===== config.mk =====
export PLATFORM = sky130hd
export DESIGN_NAME = l_control_pipe
export DESIGN_NICKNAME = d
export VERILOG_FILES = /design/src/rtl/l_control_pipe.sv
export SDC_FILE = /design/constraint.sdc
export NUM_CORES = 1
export LEC_CHECK = 0
export CAP_MARGIN = 20
export CORE_MARGIN = 5
export CORE_UTILIZATION = 52
export DETAILED_ROUTE_END_ITERATION = 8
export PLACE_DENSITY = 0.79
export SLEW_MARGIN = 10
export SYNTH_ARGS = -nofsm -noshare
export SYNTH_HDL_FRONTEND = slang
export SYNTH_SLANG_ARGS = --single-unit

===== constraint.sdc =====
create_clock -name clk -period 6.1 [get_ports clk]
set_clock_uncertainty 0.05 [all_clocks]
set_input_delay 0.915 -clock clk [delete_from_list [all_inputs] [get_ports clk]]
set_output_delay 0.915 -clock clk [all_outputs]
set_load 0.005 [all_outputs]

===== src/rtl/l_control_pipe.sv =====
// l_control_pipe: opcode decoder with a valid/ready input, a registered output stage and a 2-entry skid buffer.
// Define L_CONTROL_PIPE_DUAL_DECODE_EN to add a redundant comparator-chain decoder and a sticky decode_mismatch flag.
module l_control_pipe #(
    parameter int IW     = 16,
    parameter int OPW    = 5,
    parameter int OP_LSB = 11,
    parameter int NOPS   = 32,
    parameter int CW     = 16
) (
    input  logic            clk,
    input  logic            reset,
    input  logic            in_valid,
    output logic            in_ready,
    input  logic [IW-1:0]   in,
    output logic            out_valid,
    input  logic            out_ready,
    output logic [IW-1:0]   out_instr,
    output logic [NOPS-1:0] out_onehot,
    output logic            out_illegal,
    output logic [CW-1:0]   decode_count,
    output logic            decode_mismatch
);

    typedef enum logic [1:0] {EMPTY, ONE, TWO} state_t;

    function automatic logic [NOPS-1:0] decode_shift(input logic [OPW-1:0] op);
        logic [NOPS-1:0] r;
        r = '0;
        if (int'(op) < NOPS) r = NOPS'(1) << op;
        return r;
    endfunction

    state_t          state;
    logic            rdy_q;
    logic [CW-1:0]   count_q;

    logic [OPW-1:0]  op_p0;
    logic [NOPS-1:0] onehot_p0;
    logic            illegal_p0;
    logic            accept;
    logic            xfer;

    logic            vld_p1;
    logic [IW-1:0]   instr_p1;
    logic [NOPS-1:0] onehot_p1;
    logic            illegal_p1;

    logic [IW-1:0]   instr_p2;
    logic [NOPS-1:0] onehot_p2;
    logic            illegal_p2;

    // Stage p0: combinational decode of the incoming word
    assign op_p0      = in[OP_LSB +: OPW];
    assign onehot_p0  = decode_shift(op_p0);
    assign illegal_p0 = (int'(op_p0) >= NOPS);
    assign accept     = in_valid && rdy_q;
    assign xfer       = vld_p1 && out_ready;

    // Stage p1: output register and occupancy FSM; in_ready is its own flop
    always_ff @(posedge clk) begin
        if (reset) begin
            state      <= EMPTY;
            vld_p1     <= 1'b0;
            rdy_q      <= 1'b1;
            instr_p1   <= '0;
            onehot_p1  <= '0;
            illegal_p1 <= 1'b0;
            count_q    <= '0;
        end else begin
            if (accept) count_q <= count_q + CW'(1);
            case (state)
                EMPTY: begin
                    if (accept) begin
                        instr_p1   <= in;
                        onehot_p1  <= onehot_p0;
                        illegal_p1 <= illegal_p0;
                        vld_p1     <= 1'b1;
                        state      <= ONE;
                    end
                end
                ONE: begin
                    if (accept && xfer) begin
                        instr_p1   <= in;
                        onehot_p1  <= onehot_p0;
                        illegal_p1 <= illegal_p0;
                    end else if (accept) begin
                        rdy_q <= 1'b0;
                        state <= TWO;
                    end else if (xfer) begin
                        vld_p1 <= 1'b0;
                        state  <= EMPTY;
                    end
                end
                TWO: begin
                    if (xfer) begin
                        instr_p1   <= instr_p2;
                        onehot_p1  <= onehot_p2;
                        illegal_p1 <= illegal_p2;
                        rdy_q      <= 1'b1;
                        state      <= ONE;
                    end
                end
                default: state <= EMPTY;
            endcase
        end
    end

    // Stage p2: skid entry, only meaningful while the FSM is in TWO
    always_ff @(posedge clk) begin
        if (state == ONE && accept && !xfer) begin
            instr_p2   <= in;
            onehot_p2  <= onehot_p0;
            illegal_p2 <= illegal_p0;
        end
    end

`ifdef L_CONTROL_PIPE_DUAL_DECODE_EN
    function automatic logic [NOPS-1:0] decode_cmp(input logic [OPW-1:0] op);
        logic [NOPS-1:0] r;
        r = '0;
        for (int k = 0; k < NOPS; k++) r[k] = (int'(op) == k);
        return r;
    endfunction

    logic [NOPS-1:0] onehot_alt_p0;
    logic            illegal_alt_p0;
    logic            mism_p0;
    logic            mism_q;

    assign onehot_alt_p0  = decode_cmp(op_p0);
    assign illegal_alt_p0 = ~|onehot_alt_p0;
    assign mism_p0        = (onehot_alt_p0 != onehot_p0) || (illegal_alt_p0 != illegal_p0);

    always_ff @(posedge clk) begin
        if (reset)                  mism_q <= 1'b0;
        else if (accept && mism_p0) mism_q <= 1'b1;
    end

    assign decode_mismatch = mism_q;
`else
    assign decode_mismatch = 1'b0;
`endif

    assign in_ready     = rdy_q;
    assign out_valid    = vld_p1;
    assign out_instr    = instr_p1;
    assign out_onehot   = onehot_p1;
    assign out_illegal  = illegal_p1;
    assign decode_count = count_q;

endmodule


; ---- Word-level counts from Yosys, hierarchy flattened
; Cells that the tools add are included.
[classes]
n_addsub = 1
eq_ne = 10
shifts = 1
mux = 25
n_reduce_logical = 14
[op_table]
columns = operator, n
row1 = $mux 32, 3
row2 = $pmux 32 s3, 1
row3 = $mux 16, 3
row4 = $pmux 16 s3, 1
row5 = $shl 1x5->32 const A, 1
row6 = $add 16x1->16 const B, 1
row7 = $ne 2x2->1 const B, 7
row8 = $reduce_and 4->1, 3
row9 = $mux 2, 5
row10 = $mux 1, 8
row11 = $pmux 2 s3, 1
row12 = $logic_and 1x1->1, 5
row13 = $reduce_and 5->1, 1
row14 = $pmux 1 s2, 2
row15 = $reduce_bool 2->1, 2
row16 = $ne 3x3->1 const B, 1
row17 = $pmux 1 s3, 1
row18 = $reduce_bool 3->1, 1
row19 = $eq 2x1->1 const B, 1
row20 = $eq 2x2->1 const B, 1
row21 = $logic_not 2->1, 1
row22 = $logic_not 1->1, 1
[totals]
regBits = 117
inputBits = 20
output_inout_bits = 68
word_cells = 60

; ---- Logic depth before layout (Yosys ltp)
[depth]
depth_word = 5
depth_mapped = 7
mapped_depth_nobuf = 5

; ---- Worst setup path after synthesis
; No wires, ideal clock.
[synth_timing]
path_type = input -> register
startpoint = in in_valid
endpoint = reg instr_p2[0], enable pin
setup_ns = 0.513
arrival_time_ns = 4.493
required_time_ns = 5.537
path_slack_ns = 1.044
path_stages = 3
n_path_buf = 1
cell_sequence = buf_2 -> nand2_1 -> nor3_1
[synth_via]
elab_chain_cells = 3
[synth_rtl]
columns = item, line_no
row1 = from (decl), 12  ; input logic in_valid,
row2 = $logic_and 1x1->1, 56  ; assign accept = in_valid && rdy_q;
row3 = $logic_and 1x1->1 (2 in series), 110  ; if (state == ONE && accept && !xfer) begin
row4 = to (signal assigned), 111  ; instr_p2 <= in;
row5 = to (decl), 48  ; logic [IW-1:0] instr_p2;
; Every way passes these cells.
; A chain may end at the register's enable or synchronous reset.

; ---- Worst setup path after layout
[layout_timing]
startpoint = in in_valid
endpoint = reg onehot_p1[24] (netlist: out_onehot[24])
[layout_via]
elab_chain_cells = 4
elab_cells_between_ends = 5
cone_classes = 2 x eq/ne / 3 x reduce/logical
[layout_rtl]
columns = item, line_no
row1 = $logic_and 1x1->1 *, 56
row2 = $logic_and 1x1->1, 82  ; if (accept && xfer) begin
row3 = $ne 2x2->1 (no line), --
row4 = $reduce_and 4->1 (no line) *, --
row5 = to (signal assigned), 75  ; onehot_p1 <= onehot_p0;
row6 = to (signal assigned), 84  ; onehot_p1 <= onehot_p0;
row7 = to (signal assigned), 97  ; onehot_p1 <= onehot_p2;
row8 = to (decl), 45  ; logic [NOPS-1:0] onehot_p1;
; Mark *: on every way between the ends. The rest lies on a longest branch, timed or not.

==> results.cfg <==
[synthesis]
ys_types = 38
avgSynthCellArea_um2 = 10.1
synth-compound-area-share = 0.133
synth-seq-cells = 116
syn_area_mm2 = 0.00477
yosys_warnings = 0
synth_top_family_by_area = simple AND/OR/NAND/NOR gates
synthAdderAreaFrac = 0.00262
yosys-top-cells-area = edfxtp_1 30%, dfxtp_1 29%, a211oi_1 7.9%
synthXorXnorAreaFrac = 0.0220
synthSimpleGateAreaFrac = 0.178
yosys.area.top_type = edfxtp_1
syn_inst = 471
synth_top_area_frac = 0.302
ys_seq_area_frac = 0.588
synthMuxAreaShare = 0.0336

[setup_path]
criticalPathCategory = input port to flop
cp.required_ps = 6450
crit_arrival_ps = 3050
start_kind = input port
critPathMaxFanout = 96
cp-end-kind = flop

[timing]
hold_ws_ps = 441
setup_viol = 0
hold_viol = 0
drv_slew = 0
period_share = 0.442
finalSetupTns_ps = 0
fmaxAchievable_mhz = 371
rsz0062_at_grt = no
fin_crit_ps = 2700
worst_pin_slew_ps = 901
slew_headroom = 0.399

[finish]
multi_input_area_mm2 = 0.00179
regArea_mm2 = 0.00280
fillCellCount = 688
nNetsFinal = 554
drive_gt1_frac = 0.0861
diodes = 0
area_growth_pct = 29.4

[clock_tree]
cts_sinks = 116
path_clk_slew_ps = 50
cts_buffers = 17
cts.htree.levels = 4
cts_setup_buffers = 0
root_buffer = clkbuf_8
clkLatencyLatePin_ps = 500
ctsHoldBuffers = 0
cts_tree = yes
cts.path.max_buffers = 2
cts_resized = 0

[die]
dieArea_mm2 = 0.0112
core_mm2 = 0.00911
ios = 88
die_height_um = 106
die_x_um = 106
initial_core_util = 0.523
rows = 35

[status]
outcome = complete, no violations

[grt]
grt_pass1_vias = 3449
grt_max_degree = 97
grt_pass1_wl_um = 16700
antenna_found_initial = 0
gr-usage-all-layers = 0.185
grt-ovfl-total = 0

[detailed_routing]
wire_per_inst_um = 15.6
viasPerCell = 5.53
wl_um = 10300
drt_iter0_markers = 160
ant_nets = 0
drc = 0
vias = 3633
drt_first_pass_iters = 4

[place]
place_congestion = 0.833
io_buffers = 85
dp_hpwl_um = 6230

[run]
drv_cap = 0

[pwr]
p_total_mw = 2.21
ir_drop_mv = 0.181
power_density_mw_per_mm2 = 358
p_leak_nw = 2.04

[worst_hold_path]
hp-class = flop to flop
==> flip-flops by register name (all words and copies together) (netlist names) <==
| signal | cells |
|---|---|
| instr_p2 | 16 |
| onehot_p2 | 32 |
| in_ready | 1 |
| state | 2 |
| out_instr | 16 |
| decode_count | 16 |
| out_onehot | 32 |
| out_valid | 1 |
==> where the power goes <==
| part | leakage (nW) | internal, mW | total, mW | switching, mW |
|---|---|---|---|---|
| combinational | 0.743 | 0.174 | 0.347 | 0.173 |
| sequential | 1.01 | 0.889 | 0.935 | 0.0457 |
| clock | 0.288 | 0.591 | 0.926 | 0.335 |
| total | 2.04 | 1.65 | 2.21 | 0.553 |
==> cells in the mapped netlist (all sizes together) <==
cell type,n
a211oi,50
or3,5
mux2i,16
ha,1
o21bai,2
or2,2
nand3,7
nor2b,1
xnor2,8
or4,1
a31oi,1
xor2,4
nand4,4
nand2b,2
and4,1
nor2,96
edfxtp,48
clkbuf,31
inv,1
conb,1
o21ai,2
dfxtp,68
nand3b,4
or3b,3
o31ai,1
buf,15
and3b,2
nor4,3
nand2,12
a22o,1
a21bo,1
nor3,37
a21oi,40
==> worst paths after layout <==
path                                        from                to  slack [ps]  depth (start not counted)
worst max-delay path                    in_valid    out_onehot[24]        3400                          5
worst min-delay path            decode_count[15]  decode_count[15]         440                          2
worst max register to register          state[1]    out_onehot[29]        3850                          4
worst min register to register  decode_count[15]  decode_count[15]         440                          2
==> metrics by stage <==
step,setup WS (ps),utilization,std cells,instance area [um2]
floorplan,1040,-,472,4770
global placement,3080,0.615,625,5600
detailed placement,2960,0.615,625,5600
CTS,3450,0.677,657,6170
global route,3230,0.677,657,6170
finish,3400,0.677,657,6170
==> placed cells by master, fill, tap and decap left out, drive strengths merged, types with 3 or more instances in the layout <==
cell           count
nor2              96
clkdlybuf4s50     84
dfxtp             68
a211oi            50
edfxtp            48
a21oi             40
nor3              37
clkbuf            25
mux2i             16
nand2             12
xnor2              8
nand3              7
or3                5
nand3b             4
xor2               4
clkinv             4
nand4              4
inv                4
buf                4
or3b               3
nor4               3
==> metal layers <==
layer  vias up  GRT usage  part of all wire
met5         -          0                 0
met1      1695      0.227              0.43
met2       102      0.318              0.51
met4         0     0.0537             0.011
met3        12     0.0527             0.051
li1       1824          -                 -
==> worst max-delay path, cell delays in order <==
cell	delay, ps
clkdlybuf4s50_1	630
and3b_1	300
a22o_4	760
nor2_1	130
a211oi_1	280
==> logic make-up (layout without fill, tap and decap cells) <==
logic type / Yosys count / after routing
AND/OR/NAND/NOR: 180 / 180
multiplexers: 16 / 16
other: 1 / 2
flip-flops: 116 / 116
adder cells (fa/ha/maj): 1 / 1
XOR/XNOR: 12 / 12
buffers and inverters: 47 / 121
AO/OA/AOI/OAI: 98 / 98
==> layout make-up <==
type	count	share of cell area
Clock inverter	7	0.00629
Timing Repair Buffer	88	0.141
Clock buffer	25	0.0856
Tap cell	111	0.0225
Inverter	1	0.000608
Multi-Input combinational cell	309	0.290
Sequential cell	116	0.454
Power figures use the tool's default switching activity.
==> edit 1, RTL diff (same flow settings) <==
Add a define of `L_CONTROL_PIPE_DUAL_DECODE_EN`.
--- a/src/rtl/l_control_pipe.sv
+++ b/src/rtl/l_control_pipe.sv
@@ -1,4 +1,6 @@
 // l_control_pipe: opcode decoder with a valid/ready input, a registered output stage and a 2-entry skid buffer.
 // Define L_CONTROL_PIPE_DUAL_DECODE_EN to add a redundant comparator-chain decoder and a sticky decode_mismatch flag.
+`define L_CONTROL_PIPE_DUAL_DECODE_EN
+
 module l_control_pipe #(
     parameter int IW     = 16,
Formal check against the unedited RTL: no difference found for any inputs over 4 cycles, from zero or initial values and one cycle with reset high; that may be too few to reach the edited logic, so the function may still have changed.
==> edit 1 against the unedited design <==
Area after synthesis up 4.0%; sequential power increased by 1%; sequential cell count is 1 higher; power rose by 3.4%; critical path depth fell by 1; setup slack got worse by 0.21 ns; final area is 3.1% higher; via count is 0.66% higher; sequential share of layout area fell by 1.1 points; wire length up 7.3%; hold slack worse by 0.024 ns; register-to-register slack got worse by 0.17 ns; global-route usage rose by 0.81 points.
==> edit 1: results (changes against the unedited design) <==
| Metric | Value |
|---|---|
| Gr usage total | 0.193 (+0.00805) |
| Post-CTS setup buffer count | 0 (unchanged) |
| Post-synthesis xor/xnor area fraction | 0.0230 (+0.000909) |
| Initial DRC Count | 255 (+59%) |
| GP Congestion | 0.846 (+1.5%) |
| Leakage | 2.07 nW (+1.5%) |
| Post-synthesis cell type count | 44 (+16%) |
| Clock Tree Root | clkbuf_8 |
| Top Metal Used | met4 |
| Max FO, Critical Path | 48 (-50%) |
| Nets | 537 (-3.1%) |
| WL met2 | 5360 um (+3.0%) |
| Initial antenna violation count | 0 (unchanged) |
| Filler cell count | 705 (+2.5%) |
| First-pass iteration count of the detailed router | 5 (+1) |
| CP max stage delay | 0.96 ns (+0.20 ns) |
| H-tree levels | 4 (unchanged) |
| Adder-Cell Fraction of Synth Area | 0.00252 (-0.000102) |
| Hpwl dp | 6860 um (+10%) |
| CP delay by family, top | simple AND/OR/NAND/NOR gates |
| Pre-CTS setup slack | 2.72 ns (-0.239 ns) |
| Slew at the pin closest to its max-slew limit | 1.10 ns (+0.201 ns) |
| Warnings from Yosys | 0 (unchanged) |
| Number of flops mapped to enable cells by yosys | 48 (unchanged) |
| First-pass GRT wire length | 17500 um (+5.1%) |
| Latest clock arrival within the worst-skew pair | 0.51 ns |
| Clock-pin slew on the worst setup and hold paths | 0.05 ns (about the same) |
| Synth top cells by count | 102 x nor2_1, 69 x dfxtp_1, 48 x edfxtp_1, 32 x a211oi_2, 32 x a22oi_1 |
| PortBufs | 86 (+1.2%) |
| Post-synthesis mux area share | 0.0346 (+0.000965) |
| Layout cells sized above 1 | 0.151 (+0.0651) |
| Max clock buf depth | 2 (unchanged) |
| Switching pwr | 0.601 mW (+8.7%) |
| Min-Delay Path Class | flop to flop |
| DRT Wirelength | 11000 um (+7.3%) |
| Total CTS buffers | 17 (unchanged) |
| Vias in the first global route | 3519 (+2.0%) |
| N_diodes | 0 (unchanged) |
| Metal3 WL | 665 um (+28%) |
| Status | finished, final reports clean |
| Hold path depth | 1 (-1) |
| Synth area leaders | edfxtp_1 29%, dfxtp_1 28%, a211oi_2 8.1% |
| Routed via count | 3657 (+0.66%) |
| # DRC | 0 (unchanged) |
| Met1 WL | 4850 um (+9.8%) |
| WP data arrival | 2.98 ns (-0.07 ns) |
| Critical path's slowest cell | and3_2 |
| Placement Cell Area | 0.00581 mm^2 (+3.6%) |
| Worst-case reg-to-reg path depth | 3 (-1) |
| Post-CTS resize count | 0 (unchanged) |
| Compound-cell area share of the yosys netlist | 0.169 (+0.0362) |
| Sequential area share after synthesis | 0.569 (-0.0188) |
| Worst vdd ir | 0.172 mV (-4.8%) |
| Largest net degree at the start of global routing | 97 (unchanged) |
| Ys async rst share | 0 (unchanged) |
[edit 1: cell type report]
cell class              count  area, um^2  area share
flip-flops and latches    117        2820       0.444
multi-input cells         288        1930       0.304
repair buffers             89         878       0.138
clock buffers              20         425      0.0669
well taps                 129         161      0.0254
clock inverters            12         131      0.0206
inverters                   3        11.3     0.00177
[edit 1: cell families (layout without fill, tap and decap cells)]
| logic type | count (synthesis) | in the layout |
|---|---|---|
| muxes | 17 | 17 |
| other | 1 | 1 |
| DFF | 117 | 117 |
| buffers and inverters | 38 | 124 |
| AOI/OAI and AO/OA | 91 | 91 |
| adders and majority gates | 1 | 1 |
| xor gates and xnor gates | 13 | 13 |
| and+or+nand+nor | 165 | 165 |
[edit 1: power by group through the flow]
stage / registers, mW / logic [mW] / clock network (mW)
global placement: 0.960 / 0.399 / 0
detailed placement: 0.964 / 0.411 / 0
CTS: 0.949 / 0.416 / 0.936
finish: 0.949 / 0.410 / 0.924
floorplan: 0.958 / 0.244 / 0
global route: 0.960 / 0.449 / 0.973
[edit 1: final timing paths]
check                                                  start                      endpoint  slack [ns]
worst min-delay path            decode_mismatch$_SDFFE_PP0P_  decode_mismatch$_SDFFE_PP0P_        0.42
worst min register to register  decode_mismatch$_SDFFE_PP0P_  decode_mismatch$_SDFFE_PP0P_        0.42
worst max register to register         in_ready$_SDFFE_PP1P_         instr_p2[6]$_DFFE_PP_        3.68
worst max-delay path                                in_valid         instr_p2[6]$_DFFE_PP_        3.19
[edit 1: stage by stage]
stage / util / instances
after floorplan: - / 443
after global placement: 0.625 / 626
after detailed placement: 0.625 / 626
after CTS: 0.685 / 658
after global routing: 0.685 / 658
final: 0.685 / 658
[edit 1: routing by layer]
metal  GRT usage  up-vias
met1       0.249     1760
met5           0        -
met3      0.0588       13
li1            -     1760
met2       0.313      124
met4      0.0604        0
==> edit 2, RTL diff (same flow settings) <==
Without the edit above. Register the output `decode_count` once more, without a reset; this adds one clock of latency there. The other outputs are not delayed to match.
--- a/src/rtl/l_control_pipe.sv
+++ b/src/rtl/l_control_pipe.sv
@@ -147,5 +147,7 @@
     assign out_onehot   = onehot_p1;
     assign out_illegal  = illegal_p1;
-    assign decode_count = count_q;
+    always_ff @(posedge clk) begin
+        decode_count <= count_q;
+    end
 
 endmodule
Function: changed (a bounded check fails within 4 cycles, from zero or initial values and one cycle with reset high).
==> edit 2 against the unedited design <==
Setup slack lost 0.23 ns; wire length grew 4.2%; hold slack lost 0.11 ns; final area grew 8.8%; highest routed layer unchanged; clock power grew 2.6%; area after synthesis grew 11%; combinational power grew 13%; power grew 7.9%; largest cell class unchanged; via count grew 3.0%; synthesized cell count grew 3.0%; sequential cell count grew 16; final cell count grew 5.5%; global-route usage shrank 1.0 points.
==> edit 2: results (changes against the unedited design) <==
| Metric | Value |
|---|---|
| R2R Path Start | state[0]$_SDFFE_PP0P_ |
| Warnings from Yosys | 0 (unchanged) |
| Number of vias per cell | 5.40 (-2.4%) |
| Filler cell count | 724 (+5.2%) |
| Ys async rst share | 0 (unchanged) |
| Number of flops mapped to enable cells by yosys | 48 (unchanged) |
| Synth area leaders | dfxtp_1 32%, edfxtp_1 27%, a211oi_2 9.4% |
| Slew at the pin closest to its max-slew limit | 0.937 ns (+0.0361 ns) |
| Reg2reg end | onehot_p2[1]$_DFFE_PP_ |
| R2R setup slack | 3.63 ns (-0.22 ns) |
| Gr usage total | 0.175 (-0.0103) |
| Hold Startpoint | count_q[14]$_SDFFE_PP0P_ |
| Hold path depth | 0 (-2) |
| Worst-case reg-to-reg path depth | 3 (-1) |
| Synth top cells by count | 96 x nor2_1, 84 x dfxtp_1, 48 x edfxtp_1, 40 x a211oi_2, 40 x a21oi_1 |
| Nets | 568 (+2.5%) |
| CP delay by family, top | buffers and inverters |
| CP max stage delay | 0.74 ns (-0.02 ns) |
| First-pass GRT wire length | 17700 um (+6.3%) |
| Top FF cell, synth | dfxtp_1 |
| Critical path's slowest cell | nor3_2 |
| Total CTS buffers | 17 (unchanged) |
| N_diodes | 0 (unchanged) |
| WHS Endpoint | decode_count[14]$_DFF_P_ |
| WP data arrival | 3.03 ns (-0.02 ns) |
| Initial DRC Count | 215 (+34%) |
| Post-CTS setup buffer count | 0 (unchanged) |
| Vias in the first global route | 3710 (+7.6%) |
| Initial antenna violation count | 0 (unchanged) |
| Latest clock arrival within the worst-skew pair | 0.51 ns |
| WL/cell | 15.4 um (-1.2%) |
| Worst vdd ir | 0.221 mV (+23%) |
| H-tree levels | 4 (unchanged) |
| Status | finished, final reports clean |
| Hpwl dp | 6560 um (+5.3%) |
| GP Congestion | 0.758 (-9.0%) |
| Sequential area share after synthesis | 0.589 (+0.000614) |
| Max FO, Critical Path | 37 (-61%) |
| Layout cells sized above 1 | 0.150 (+0.0639) |
| Post-synthesis cell type count | 37 (-2.6%) |
| Switching portion of total power | 0.256 (+0.00545) |
| Leakage | 2.23 nW (+9.0%) |
| Design Area, Final | 0.00672 mm^2 (+8.8%) |
| Clock Tree Root | clkbuf_8 |
| Placement Cell Area | 0.00612 mm^2 (+9.3%) |
-- edit 2: changes by cell type after synthesis, moves of 3 or more --
cell      unedited run  this run
a211oi_1            50        10
a211oi_2             0        40
buf_6                0         5
clkbuf_1            31        23
dfxtp_1             68        84
nand2_1             12         9
nand4_1              3         6
or3b_1               0         3
or3b_2               3         0
xnor2_1              8         4
xor2_1               4         8
-- edit 2: logic make-up (layout without fill, tap and decap cells) --
| group | count (synthesis) | count (layout) | share of synthesized area |
|---|---|---|---|
| adders and majority gates | 1 | 1 | 0.00236 |
| DFF | 132 | 132 | 0.589 |
| muxes | 16 | 16 | 0.0302 |
| buffers and inverters | 46 | 120 | 0.0446 |
| and+or+nand+nor | 179 | 179 | 0.157 |
| AOI/OAI and AO/OA | 98 | 98 | 0.157 |
| xor gates and xnor gates | 12 | 12 | 0.0198 |
| other | 1 | 2 | 0.000707 |
-- edit 2: per-stage QoR --
step / hold slack, ns / power (mW) / worst slack [ns] / std cells
after detailed placement: 0.316 / 1.45 / 2.62 / 660
final: 0.332 / 2.38 / 3.18 / 693
after CTS: 0.332 / 2.40 / 3.15 / 692
after global routing: 0.342 / 2.49 / 3.02 / 693
after floorplan: 0.302 / 1.30 / 1.06 / 486
after global placement: 0.313 / 1.44 / 2.75 / 660
-- edit 2: how the worst max path moves through the flow --
stage,startpoint,to,slack (ns),cells past startpoint
after floorplan,in_valid,instr_p2[0]$_DFFE_PP_,1.06,3
after global placement,in_valid,onehot_p2[5]$_DFFE_PP_,2.75,4
after detailed placement,in_valid,onehot_p2[6]$_DFFE_PP_,2.62,4
after CTS,in_valid,onehot_p2[1]$_DFFE_PP_,3.15,4
after global routing,in_valid,onehot_p2[2]$_DFFE_PP_,3.02,4
final,in_valid,onehot_p2[1]$_DFFE_PP_,3.18,4
-- edit 2: layer usage --
layer,vias up,global-route usage,part of all wire
li1,1852,-,-
met5,-,0,0
met2,101,0.293,0.51
met4,0,0.0641,0.0097
met1,1777,0.209,0.43
met3,12,0.0606,0.056
-- edit 2: area by class of cell --
| class | instances | area, um^2 | share of cell area |
|---|---|---|---|
| flip-flops and latches | 132 | 3120 | 0.465 |
| repair buffers | 88 | 883 | 0.132 |
| well taps | 133 | 166 | 0.0248 |
| multi-input cells | 308 | 1970 | 0.294 |
| clock inverters | 9 | 61.3 | 0.00913 |
| clock buffers | 23 | 509 | 0.0758 |
-- edit 2: power by group through the flow --
stage               registers [mW]  logic [mW]  clock network (mW)
floorplan                     1.06       0.240                   0
global placement              1.05       0.382                   0
detailed placement            1.06       0.393                   0
CTS                           1.04       0.395               0.963
global route                  1.05       0.432                1.00
finish                        1.04       0.393               0.950
-- edit 2: worst register-to-register path, stage by stage, from the launching register on --
cell and delay, ns:
dfxtp_1 0.47, a21bo_2 0.29, nor3_2 0.74, buf_4 0.55
